<file path="config.mk">
export PLATFORM = sky130hd
export DESIGN_NAME = seg14_scroll_ctrl
export DESIGN_NICKNAME = d
export VERILOG_FILES = /design/src/rtl/seg14_scroll_ctrl.sv
export SDC_FILE = /design/constraint.sdc
export NUM_CORES = 1
export LEC_CHECK = 0
export ABC_AREA = 1
export BUFFER_PORTS_ARGS = -buffer_cell sky130_fd_sc_hd__buf_2
export CAP_MARGIN = 25
export CELL_PAD_IN_SITES_DETAIL_PLACEMENT = 1
export CELL_PAD_IN_SITES_GLOBAL_PLACEMENT = 1
export CORE_ASPECT_RATIO = 0.7
export CORE_MARGIN = 2
export CORE_UTILIZATION = 51
export CTS_BUF_LIST = sky130_fd_sc_hd__clkbuf_4
export CTS_CLUSTER_DIAMETER = 200
export DETAILED_ROUTE_END_ITERATION = 8
export PLACE_DENSITY_LB_ADDON = 0.1
export SYNTH_ARGS = -nofsm -noshare
export SYNTH_HDL_FRONTEND = slang
export SYNTH_SLANG_ARGS = --single-unit
</file>
<file path="constraint.sdc">
create_clock -name clk -period 5.8 [get_ports clk]
set_clock_uncertainty 0.1 [all_clocks]
set_input_delay 0.29 -clock clk [delete_from_list [all_inputs] [get_ports clk]]
set_output_delay 0.29 -clock clk [all_outputs]
set_load 0.01 [all_outputs]
</file>
<file path="src/rtl/seg14_scroll_ctrl.sv">
// seg14_scroll_ctrl: 12-digit 14-segment display scanner with a writable
// message buffer, programmable per-digit dwell and optional right-to-left
// scrolling of the message followed by a full display of blanks.
module seg14_scroll_ctrl #(
  parameter int DIGITS        = 12,
  parameter int MSG_DEPTH     = 32,
  parameter int DWELL         = 1000,
  parameter int SCROLL_FRAMES = 50
) (
  input  logic                         clk,
  input  logic                         rst,
  input  logic                         wr_en,
  input  logic [$clog2(MSG_DEPTH)-1:0] wr_addr,
  input  logic [13:0]                  wr_data,
  input  logic [5:0]                   msg_len,
  input  logic                         scroll_en,
  input  logic                         start,
  input  logic                         stop,
  output logic                         busy,
  output logic                         frame_tick,
  output logic [DIGITS-1:0]            sel,
  output logic [13:0]                  segm
);

  localparam int AW  = $clog2(MSG_DEPTH);
  localparam int LW  = AW + 1;
  localparam int DW  = $clog2(DIGITS);
  localparam int DWW = $clog2(DWELL);
  localparam int FW  = $clog2(SCROLL_FRAMES) + 1;
  localparam int SW  = $clog2(MSG_DEPTH + 2 * DIGITS) + 1;

  typedef enum logic {S_IDLE, S_SCAN} state_t;

  state_t              r_state;
  logic [13:0]         r_buf [MSG_DEPTH];
  logic [LW-1:0]       r_len;
  logic                r_scroll;
  logic [DW-1:0]       r_digit;
  logic [DWW-1:0]      r_dwell;
  logic [FW-1:0]       r_frames;
  logic [SW-1:0]       r_offset;
  logic                r_busy;
  logic                r_frame_tick;
  logic [DIGITS-1:0]   r_sel;
  logic [13:0]         r_segm;

  logic [LW-1:0]       w_len_in;
  logic                w_start_ok;
  logic                w_kill;
  logic [SW-1:0]       w_lcyc;
  logic                w_dwell_end;
  logic                w_frame_end;
  logic                w_step;
  logic [DW-1:0]       w_nxt_digit;
  logic [SW-1:0]       w_nxt_offset;
  logic [SW-1:0]       w_idx;
  logic [13:0]         w_char;

  // Saturate the requested length to the buffer depth.
  function automatic logic [LW-1:0] f_sat_len(input logic [5:0] len);
    if (32'(len) > MSG_DEPTH) return LW'(MSG_DEPTH);
    else                      return LW'(len);
  endfunction

  // Buffer index shown on a digit; in scroll mode the message is followed
  // by DIGITS blanks and the window wraps over that combined cycle.
  function automatic logic [SW-1:0] f_char_idx(input logic [SW-1:0] off,
                                               input logic [DW-1:0] dig,
                                               input logic [SW-1:0] lcyc,
                                               input logic          scr);
    logic [SW-1:0] s;
    if (scr) begin
      s = off + SW'(dig);
      if (s >= lcyc) s = s - lcyc;
    end else begin
      s = SW'(dig);
    end
    return s;
  endfunction

  // Next digit/offset and the character that will be loaded for it.
  always_comb begin
    w_len_in     = f_sat_len(msg_len);
    w_start_ok   = start && (w_len_in != '0);
    w_kill       = stop || (start && (w_len_in == '0));
    w_lcyc       = SW'(r_len) + SW'(DIGITS);
    w_dwell_end  = (r_dwell == DWW'(DWELL - 1));
    w_frame_end  = w_dwell_end && (r_digit == DW'(DIGITS - 1));
    w_step       = w_frame_end && r_scroll && (r_frames == FW'(SCROLL_FRAMES - 1));
    w_nxt_digit  = w_frame_end ? '0 : r_digit + DW'(1);
    w_nxt_offset = r_offset;
    if (w_step) begin
      w_nxt_offset = (r_offset == w_lcyc - SW'(1)) ? '0 : r_offset + SW'(1);
    end
    w_idx  = f_char_idx(w_nxt_offset, w_nxt_digit, w_lcyc, r_scroll);
    w_char = (w_idx < SW'(r_len)) ? r_buf[w_idx[AW-1:0]] : '0;
  end

  // Message buffer: written in any state, cleared only by reset.
  always_ff @(posedge clk) begin
    if (rst) begin
      for (int i = 0; i < MSG_DEPTH; i++) r_buf[i] <= '0;
    end else if (wr_en) begin
      r_buf[wr_addr] <= wr_data;
    end
  end

  // Scan state machine: dwell/digit/frame/offset counters and registered outputs.
  always_ff @(posedge clk) begin
    if (rst) begin
      r_state      <= S_IDLE;
      r_len        <= '0;
      r_scroll     <= 1'b0;
      r_digit      <= '0;
      r_dwell      <= '0;
      r_frames     <= '0;
      r_offset     <= '0;
      r_busy       <= 1'b0;
      r_frame_tick <= 1'b0;
      r_sel        <= '0;
      r_segm       <= '0;
    end else begin
      r_frame_tick <= 1'b0;
      if (w_kill) begin
        // stop wins over start; a zero-length start also blanks the display
        r_state  <= S_IDLE;
        r_digit  <= '0;
        r_dwell  <= '0;
        r_frames <= '0;
        r_offset <= '0;
        r_busy   <= 1'b0;
        r_sel    <= '0;
        r_segm   <= '0;
      end else if (w_start_ok) begin
        // digit 0 at offset 0 always maps to entry 0, which exists since len>=1
        r_state  <= S_SCAN;
        r_len    <= w_len_in;
        r_scroll <= scroll_en;
        r_digit  <= '0;
        r_dwell  <= '0;
        r_frames <= '0;
        r_offset <= '0;
        r_busy   <= 1'b1;
        r_sel    <= DIGITS'(1);
        r_segm   <= r_buf[0];
      end else if (r_state == S_SCAN) begin
        if (w_dwell_end) begin
          r_dwell  <= '0;
          r_digit  <= w_nxt_digit;
          r_offset <= w_nxt_offset;
          r_sel    <= DIGITS'(1) << w_nxt_digit;
          r_segm   <= w_char;
          if (w_frame_end) begin
            r_frame_tick <= 1'b1;
            if (r_scroll) r_frames <= w_step ? '0 : r_frames + FW'(1);
          end
        end else begin
          r_dwell <= r_dwell + DWW'(1);
        end
      end
    end
  end

  assign busy       = r_busy;
  assign frame_tick = r_frame_tick;
  assign sel        = r_sel;
  assign segm       = r_segm;

endmodule

</file>
==> Yosys cells after proc, flatten, opt, wreduce, memory -nomap -nowiden <==
Memories as Yosys holds them, arrays and structs flattened.
Cells that the tools add are included.
Widths: inputs -> output; s select.
{ "totals": {"word_cells": 73, "input_bits": 31, "ram_bits": 448, "mem_count": 1, "register_bits": 63, "output_inout_bits": 28} }
{ "memory_table": {"columns": ["name", "words", "width", "rd", "rd_ports_with_merged_regs", "write_ports", "line_no", "text"], "rows": [
  ["r_buf", 32, 14, 2, 0, 32, "35", "logic [13:0] r_buf [MSG_DEPTH];"]
]} }
{ "classes": {"n_addsub": 8, "order_cmp": 3, "shift": 1, "n_mux": 24, "n_reduce_logical": 18, "n_eq_ne": 4, "n_bitwise": 3} }
{ "op_table": {"columns": ["operator", "count"], "rows": [
  ["$mux 14", 5],
  ["$mux 7", 5],
  ["$add 7x1->7 const B", 2],
  ["$reduce_or 14->1", 1],
  ["$shl 1x4->12 const A", 1],
  ["$add 10x1->10 const B", 1],
  ["$eq 10x10->1 const B", 1],
  ["$mux 1", 10],
  ["$mux 10", 1],
  ["$add 6x4->7 const B", 1],
  ["$add 7x4->7", 1],
  ["$eq 7x6->1 const B", 1],
  ["$eq 7x7->1", 1],
  ["$ge 7x7->1", 1],
  ["$lt 7x6->1", 1],
  ["$sub 7x1->7 const B", 1],
  ["$sub 7x7->7", 1],
  ["$gt 6x6->1 const B", 1],
  ["$logic_not 6->1", 1],
  ["$mux 6", 1],
  ["$reduce_and 2->1", 3],
  ["$reduce_bool 6->1", 1],
  ["$logic_and 1x1->1", 5],
  ["$mux 5", 1],
  ["10 further kinds", 13]
]} }

==> Depth between registers and ports, before layout <==
Gate-level depths: netlist of the first run.
{ "depth": {"word_depth": 14, "mapped_depth": 43, "ltp_nobuf": 41} }

==> Least setup slack after synthesis of the first run <==
No wires, ideal clock.
{ "synth_path": {"path_type": "reg2reg", "startpoint": "reg r_len[2]", "endpoint": "reg r_segm[2] (netlist: segm[2])", "path_buffers": 3, "arrival_time_ps": 5189, "slack_ps": 441, "stages_incl_launch_ff": 41, "synth_period_minus_slack_ps": 5359, "t_required_ps": 5629, "setup_ps": 71, "path_cell_list": "dfxtp_1 -> inv_2 -> ha_1 -> inv_1 -> nand2_2 -> a21oi_2 -> nand2_1 -> nand2_1 -> nand2_1 -> nor2_1 -> nand3_2 -> nand3_1 -> inv_1 -> ha_1 -> fa_1 -> nand3_1 -> and2_1 -> nor2_1 -> (+5 left out) -> a21oi_2 -> nand3_2 -> inv_2 -> a21oi_1 -> o21ai_1 -> o21ai_2 -> inv_2 -> buf_4 -> buf_2 -> ha_1 -> a21oi_1 -> nand2_1 -> nand2_1 -> nand3b_1 -> nand2_2 -> buf_4 -> nand4_1 -> a21oi_1"} }
{ "synth_via": {"elab_chain_cells": 14, "word_cells_on_any_way": 16, "classes_between": "4 x add/sub; 2 x order compare; 1 x eq/ne; 8 x mux; 1 x memory"} }
{ "synth_lines": {"columns": ["element", "line_no", "text"], "rows": [
  ["start: declaration", "36", "logic [LW-1:0] r_len;"],
  ["start signal: assignment", "137", "r_len <= w_len_in;"],
  ["$add 6x4->7 (*)", "86", "w_lcyc = SW'(r_len) + SW'(DIGITS);"],
  ["$sub 7x1->7 (*)", "93", "w_nxt_offset = (r_offset == w_lcyc - SW'(1)) ? '0 : r_offset + SW'(1);"],
  ["$eq 7x7->1 (*)", "93", null],
  ["$mux 7 (*)", "93", null],
  ["$mux 7 (*)", "92", "if (w_step) begin"],
  ["via w_nxt_offset[0]", "55", "logic [SW-1:0] w_nxt_offset;"],
  ["$add 7x4->7 (*)", "73", "s = off + SW'(dig);"],
  ["$sub 7x7->7 or $ge 7x7->1 (tied branches)", "74", "if (s >= lcyc) s = s - lcyc;"],
  ["$mux 7 (*)", "74", null],
  ["$mux 7 (*)", "72", "if (scr) begin"],
  ["$mem_v2 32x14 or $lt 7x6->1 (tied branches)", null, null],
  ["$mux 14 (*)", "96", "w_char = (w_idx < SW'(r_len)) ? r_buf[w_idx[AW-1:0]] : '0;"],
  ["$mux 14 (*)", "147", "if (w_dwell_end) begin"],
  ["$mux 14 (*)", "146", "end else if (r_state == S_SCAN) begin"],
  ["$mux 14 (*)", "134", "end else if (w_start_ok) begin"],
  ["end signal: assignment", "145", "r_segm <= r_buf[0];"],
  ["end signal: assignment", "152", "r_segm <= w_char;"],
  ["end: declaration", "45", "logic [13:0] r_segm;"]
]} }
Mark *: on every way through the listed nets, which the timed path passes. The rest lies on a longest branch. The select of a mux whose other input is x is not followed.
A chain may end at the register's enable or synchronous reset.

==> Worst setup path in the final report of the first run <==
{ "layout_path": {"startpoint": "reg r_len[4]", "endpoint": "reg r_segm[12] (netlist: segm[12])"} }
Same word-level chain as after synthesis.

==> impl_metrics.ini, run 1 <==
[die]
start_util_pct = 51.4
placement_rows = 67
die_width_um = 266
core_area_um2 = 47700
fp.dieArea_um2 = 49900
ioPinCount = 59
die-height_um = 188

[clock_network]
cts_buffer_depth = 3
cts_htree_levels = 4
cts_inserted_buffers = 131
worstSkewPairLatency_ns = 0.91
cts_tree = built
clkSlewWorstSetupHoldPaths_ns = 0.07
root_buffer = clkbuf_4
cts.sink_count = 511

[yosys]
synth_area_in_adders_pct = 1.59
yosys_warnings = 0
synth_enable_flop_cells = 448
multiplexer_share_of_the_synthesized_area_pct = 0
synth_xor_area_share_pct = 0.785
register_area_share_after_synthesis_pct = 60.0
yosys.cell_types.count = 48
postSynthRegisterBits = 511
postSynth.asyncResetShare_pct = 0
synth_fp_nets = 2754
postSynth.topFlopCell = edfxtp_1
largest_family_of_logic_cells_by_synthesized_area = simple AND/OR/NAND/NOR gates
complex_gate_fraction_of_the_synthesized_area_pct = 2.22
number_of_instances_in_the_synthesized_netlist = 2693
post_synth_instance_area_um2 = 24500
synthSimpleGateAreaFrac_pct = 29.7
synthesis.area_per_instance_um2 = 9.11

[power_and_ir_drop]
p_per_area_nw_per_um2 = 295
p_leak_nw = 11.4
power.ir.vdd_worst_mv = 0.244

[route]
route.final.wire_length_um = 88300
drtPass1Iterations = 6
drc_violations_left = 0
drt_first_iter_violations = 2602
route.detailed.wl_per_inst_um = 24.9
dr_total_vias = 21400
route.detailed.vias_per_inst = 6.04
antenna_left = 0

[finish]
layout-drive-gt1-share_pct = 15.9
area_growth_pct = 15.4
final_net_count = 2893
finish.instance_area_um2 = 28300
filler_cell_count = 5475

[global_routing]
grt_first_pass_wirelength_um = 129000
global_routing_met3_resource_utilization_pct = 7.41
grt_antenna_before_repair = 2
largest_net_degree_at_the_start_of_global_routing = 68
grt_remaining_overflow = 0
met2_usage_pct = 52.2
grt_busiest_layer = met2
groute.usage.overall_pct = 34.4
first_global_vias = 21300
met1_usage_pct = 49.6

[timing]
timing.final.hold_violations = 0
max-slew-margin-rel_pct = 27.0
final.min_clock_period_ns = 5.71
postLayoutSetupSlackWorst_ns = 0.0869
fmax_mhz = 175
finalSetupViolCount = 0
period_share_pct = 98.5
timing_worst_slew_pin_value_ns = 1.09
finalMaxSlewViolations = 0

[worst_setup_path]
crit_path_end_kind = flip-flop
crit_required_ns = 6.47
setup.worst_path.start_class = flip-flop
timing.critical_path.slowest_cell_delay_ns = 0.58
critical_path_arrival_ns = 6.38
worst_path_max_delay_cell = dfxtp_1
crit_top_cell = nand2_1
worstSetupPathType = reg -> reg
path_max_fanout = 40

[placement]
gp_congestion = 0.924
dpl-instance-area_um2 = 25500
dp_worst_setup_slack_ns = -0.110
hpwlAfterDp_um = 53000
port-buffer-count = 58

[job]
max_cap_violations = 0

[outcome]
run_status = completed

[hold_path]
hp-class = in -> reg
==> worst paths after layout <==
| kind | startpoint | endpoint | slack [ns] | cells past startpoint |
|---|---|---|---|---|
| max | r_len[4] | segm[12] | 0.09 | 37 |
| min | wr_addr[3] | r_buf[20][12] | 0.20 | 4 |
| max reg2reg | r_len[4] | segm[12] | 0.09 | 37 |
| min reg2reg | r_frames[5] | r_frames[5] | 0.38 | 2 |
==> logic make-up after synthesis <==
group | after synthesis
AO/OA/AOI/OAI | 87
AND/OR/NAND/NOR | 1725
XOR/XNOR | 22
buffers and inverters | 318
flip-flops | 511
adder cells (fa/ha/maj) | 30
==> metrics by stage <==
stage	setup TNS (ns)	cells	utilization, %	power, mW	hold WS (ns)
6_report	0	3543	59.4	8.35	0.198
5_1_grt	-1.28	3543	59.4	8.62	0.243
4_1_cts	0	3523	58.2	8.28	0.149
3_5_place_dp	-0.635	3257	53.4	5.03	0.367
3_3_place_gp	0	3256	53.4	5.00	0.358
2_1_floorplan	0	2693	-	4.72	0.334
==> area by class of cell <==
type | count | area, µm² | area share, %
Sequential cell | 511 | 14700 | 52.0
Multi-Input combinational cell | 1868 | 8820 | 31.1
Timing Repair Buffer | 186 | 1820 | 6.44
Clock buffer | 201 | 1510 | 5.33
Tap cell | 621 | 777 | 2.74
Inverter | 134 | 513 | 1.81
Clock inverter | 20 | 163 | 0.574
Antenna cell | 2 | 5.00 | 0.0177
==> repair_timing <==
action | 4_1_cts | 5_1_grt
endpoints found under the hold margin | 464 | 0
buffers inserted | 3 | 9
pin swaps | 8 | 18
setup endpoints to repair | 14 | 14
cloned | 5 | 9
hold buffers | 37 | 0
gates resized for setup | 19 | 66
==> layout by cell type, fill, tap and decap left out, types with 4 or more instances in the layout <==
cell type / n
nand2_1: 681
nor2_1: 502
edfxtp_1: 448
nand3_1: 439
clkbuf_4: 201
inv_1: 111
dfxtp_1: 59
buf_2: 58
buf_4: 54
dlygate4sd3_1: 37
nand4_1: 25
a21oi_1: 24
inv_2: 21
nor3_1: 21
nand3_2: 17
ha_1: 17
xor2_1: 16
o21ai_0: 16
clkinv_1: 14
buf_12: 12
nand2_2: 11
ha_4: 10
o22ai_1: 8
clkbuf_16: 8
buf_6: 8
nor2_2: 7
buf_16: 6
nand2_4: 5
a21oi_2: 5
o211ai_1: 5
nand3b_1: 4
a22oi_1: 4
nand2_8: 4
dfxtp_2: 4
==> metal layers <==
| metal | vias up | share of wire [%] |
|---|---|---|
| met5 | - | 0 |
| met4 | 0 | 2.9 |
| met3 | 209 | 10 |
| met2 | 1115 | 45 |
| met1 | 10700 | 41 |
| li1 | 9354 | - |
==> cells in the mapped netlist, types with 4 or more instances <==
| master | count | area [µm²] |
|---|---|---|
| a21oi_1 | 28 | 140 |
| a22oi_1 | 4 | 30.0 |
| buf_1 | 7 | 26.3 |
| buf_2 | 49 | 245 |
| buf_4 | 29 | 218 |
| buf_6 | 6 | 67.6 |
| clkbuf_1 | 93 | 349 |
| dfxtp_1 | 63 | 1260 |
| edfxtp_1 | 448 | 13500 |
| ha_1 | 28 | 350 |
| inv_1 | 116 | 435 |
| inv_2 | 15 | 56.3 |
| nand2_1 | 686 | 2570 |
| nand2_2 | 11 | 68.8 |
| nand3_1 | 451 | 2260 |
| nand3_2 | 6 | 60.1 |
| nand3b_1 | 4 | 30.0 |
| nand4_1 | 25 | 156 |
| nor2_1 | 505 | 1900 |
| nor2_2 | 4 | 25.0 |
| nor3_1 | 21 | 105 |
| o211ai_1 | 5 | 37.5 |
| o21ai_0 | 16 | 80.1 |
| o21ai_1 | 6 | 30.0 |
| o22ai_1 | 8 | 50.1 |
| xnor2_1 | 5 | 43.8 |
| xor2_1 | 17 | 149 |
==> worst max-delay path, delay by kind of cell, from the launching register on <==
family,cells,cell delay [ns]
xor+xnor,2,0.34
buf+inv,7,1.10
compound gates,5,0.72
flops,1,0.58
simple gates,21,2.15
fa+ha+maj,2,0.54
==> state kept, by name (all words and copies together), names as in the netlist <==
register	count
busy	1
r_len	6
r_buf	448
r_offset	7
sel	12
segm	14
r_scroll	1
r_frames	7
r_dwell	10
frame_tick	1
r_digit	4
==> where the power goes <==
| part | total (mW) | internal [mW] | switching [mW] | leakage (nW) |
|---|---|---|---|---|
| registers | 4.24 | 4.17 | 0.0657 | 4.77 |
| clock network | 3.28 | 1.70 | 1.58 | 1.01 |
| logic | 0.835 | 0.237 | 0.598 | 5.67 |
| total | 8.35 | 6.11 | 2.24 | 11.4 |
Power figures use the tool's default switching activity.
==> run 2: changes to the inputs <==
--- a/config.mk
+++ b/config.mk
@@ -12,11 +12,11 @@
 export CELL_PAD_IN_SITES_GLOBAL_PLACEMENT = 1
 export CORE_ASPECT_RATIO = 0.7
 export CORE_MARGIN = 2
-export CORE_UTILIZATION = 51
+export CORE_UTILIZATION = 35
 export CTS_BUF_LIST = sky130_fd_sc_hd__clkbuf_4
 export CTS_CLUSTER_DIAMETER = 200
 export DETAILED_ROUTE_END_ITERATION = 8
-export PLACE_DENSITY_LB_ADDON = 0.1
+export PLACE_DENSITY = 0.66
 export SYNTH_ARGS = -nofsm -noshare
 export SYNTH_HDL_FRONTEND = slang
 export SYNTH_SLANG_ARGS = --single-unit
==> run 2 against run 1 <==
Compared with the run above:
- die area increased by 45%
- combinational power increased by 1%
- fmax increased by 1.6%
- cell area increased by 0.94%
- sequential share of layout area decreased by 0.49 points
- sequential power about the same
- wire length increased by 1.1%
- global-route usage decreased by 9.9 points
- clock power about the same
- largest cell class unchanged
==> impl_metrics.ini, run 2 (synthesis results as in run 1) <==
[worst_setup_path]
timing.critical_path.slowest_cell_delay_ns = 0.37
critical_path_arrival_ns = 6.42
setup.worst_path.end = segm[11]
timing.rr.start = r_len[2]
crit_path_end_kind = flip-flop
crit_required_ns = 6.60
r2r_cells = 33
worstSetupPathType = reg -> reg
critical_path_buf_inv_count = 6
worst_path_max_delay_cell = fa_2
timing.critical_path.depth = 33
critPathTopFamily = simple AND/OR/NAND/NOR gates
startpoint = r_len[2]
reg2reg_setup_slack_ns = 0.18
path_max_fanout = 11
r2r_end = segm[11]
setup.worst_path.start_class = flip-flop
crit_top_cell = nand2_1

[finish]
utilization_pct = 41.1
final_net_count = 2889
layout-drive-gt1-share_pct = 15.7
largest_reg_flops = 448
multi_input_comb_area_um2 = 8880
top_register = r_buf
filler_cell_count = 8027
most-common-layout-cells = nand2_1 (680), nor2_1 (500), edfxtp_1 (448)
layout_commonest_cell = nand2_1
sequential_cell_area_um2 = 14700
area_growth_pct = 16.5

[global_routing]
grt_first_pass_wirelength_um = 132000
grt_antenna_before_repair = 2
grt_busiest_layer = met2
grt_remaining_overflow = 0
met2_usage_pct = 37.2
global_routing_met3_resource_utilization_pct = 6.68
met1_usage_pct = 34.0
largest_net_degree_at_the_start_of_global_routing = 72
groute.usage.overall_pct = 24.5
first_global_vias = 21000

[die]
die_width_um = 320
die-height_um = 226
fp.dieArea_um2 = 72300
core_area_um2 = 69600
placement_rows = 81
start_util_pct = 35.2
ioPinCount = 59

[route]
antenna_left = 0
route.detailed.wl_per_inst_um = 23.3
drtPass1Iterations = 5
route.detailed.vias_per_inst = 5.40
drc_violations_left = 0
dr_total_vias = 20700
drt_first_iter_violations = 1998
route.final.wire_length_um = 89300

[timing]
max-slew-margin-rel_pct = 30.4
finalSetupViolCount = 0
timing_worst_slew_pin_value_ns = 1.04
final.min_clock_period_ns = 5.62
finalMaxSlewViolations = 0
period_share_pct = 96.9
timing.final.hold_violations = 0
postLayoutSetupSlackWorst_ns = 0.180
fmax_mhz = 178

[job]
max_cap_violations = 0

[placement]
gp_congestion = 0.875
dp_worst_setup_slack_ns = -0.210
port-buffer-count = 58
hpwlAfterDp_um = 55400

[power_and_ir_drop]
power.total_mw = 8.36
p_leak_nw = 11.4
power.ir.vdd_worst_mv = 0.179
p_per_area_nw_per_um2 = 292

[hold_path]
hold_depth = 4
hp-class = in -> reg

[clock_network]
cts.sink_count = 511
worstSkewPairLatency_ns = 1.02
cts_tree = built
cts_htree_levels = 4
clkSlewWorstSetupHoldPaths_ns = 0.07
cts_buffer_depth = 3
root_buffer = clkbuf_4
cts_inserted_buffers = 135

[outcome]
run_status = completed
## run 2: cell count changes in the layout (fill, tap and decap cells not counted), moves of 3 or more
cell / before / now
inv_1: 111 / 114
clkinv_1: 14 / 24
clkinvlp_4: 1 / 4
ha_4: 10 / 7
clkbuf_4: 201 / 194
clkbuf_16: 8 / 2
buf_4: 54 / 49
clkinv_2: 0 / 3
nand3_2: 17 / 28
dlygate4sd3_1: 37 / 45
inv_2: 21 / 17
buf_6: 8 / 4
nand3_1: 439 / 427
## run 2: per-layer routing
layer,wire (µm),up-vias
met2,39500,766
met1,40300,10500
li1,-,9364
met3,7670,134
met5,0,-
met4,1820,0
## run 2: worst register-to-register path: cells and delay by family (launching register included)
kind,cells,cell delay (ns)
flops,1,0.35
fa+ha+maj,3,0.92
simple gates,20,2.54
compound gates,3,0.55
xor+xnor,1,0.30
buf+inv,6,0.79
## run 2: worst min path at each step
stage / to / slack (ns) / from
after floorplan: r_len[1] / 0.33 / msg_len[1]
after detailed placement: sel[4] / 0.38 / sel[4]
after global placement: r_dwell[7] / 0.36 / r_dwell[7]
after CTS: r_buf[19][0] / 0.04 / wr_addr[3]
after global routing: r_buf[10][5] / 0.18 / wr_addr[2]
final: r_buf[10][8] / 0.14 / wr_addr[4]
## run 2: per-stage QoR
stage / setup TNS [ns] / cells / hold slack (ns) / instance area [µm²]
after floorplan: 0 / 2693 / 0.334 / 24500
after global placement: -0.154 / 3533 / 0.361 / 25700
after detailed placement: -2.22 / 3534 / 0.378 / 25700
after CTS: 0 / 3821 / 0.0372 / 28100
after global routing: -0.959 / 3837 / 0.179 / 28600
final: 0 / 3837 / 0.136 / 28600
## run 2: where the power goes
part	internal [mW]	switching, mW
clock network	1.67	1.61
registers	4.17	0.0661
logic	0.229	0.614
total	6.07	2.29
## run 2: layout make-up
class,instances,share of cell area [%]
flip-flops and latches,511,51.5
multi-input cells,1868,31.1
repair buffers,178,5.71
clock buffers,194,5.09
well taps,913,3.99
inverters,134,1.83
clock inverters,37,0.844
diodes,2,0.0175
## run 2: what timing repair did
item,4_1_cts,5_1_grt
pin swaps,4,19
hold buffers,45,0
cloned,4,3
buffers inserted,7,11
gates resized for setup,20,74
setup endpoints to repair,14,14
endpoints found under the hold margin,500,0
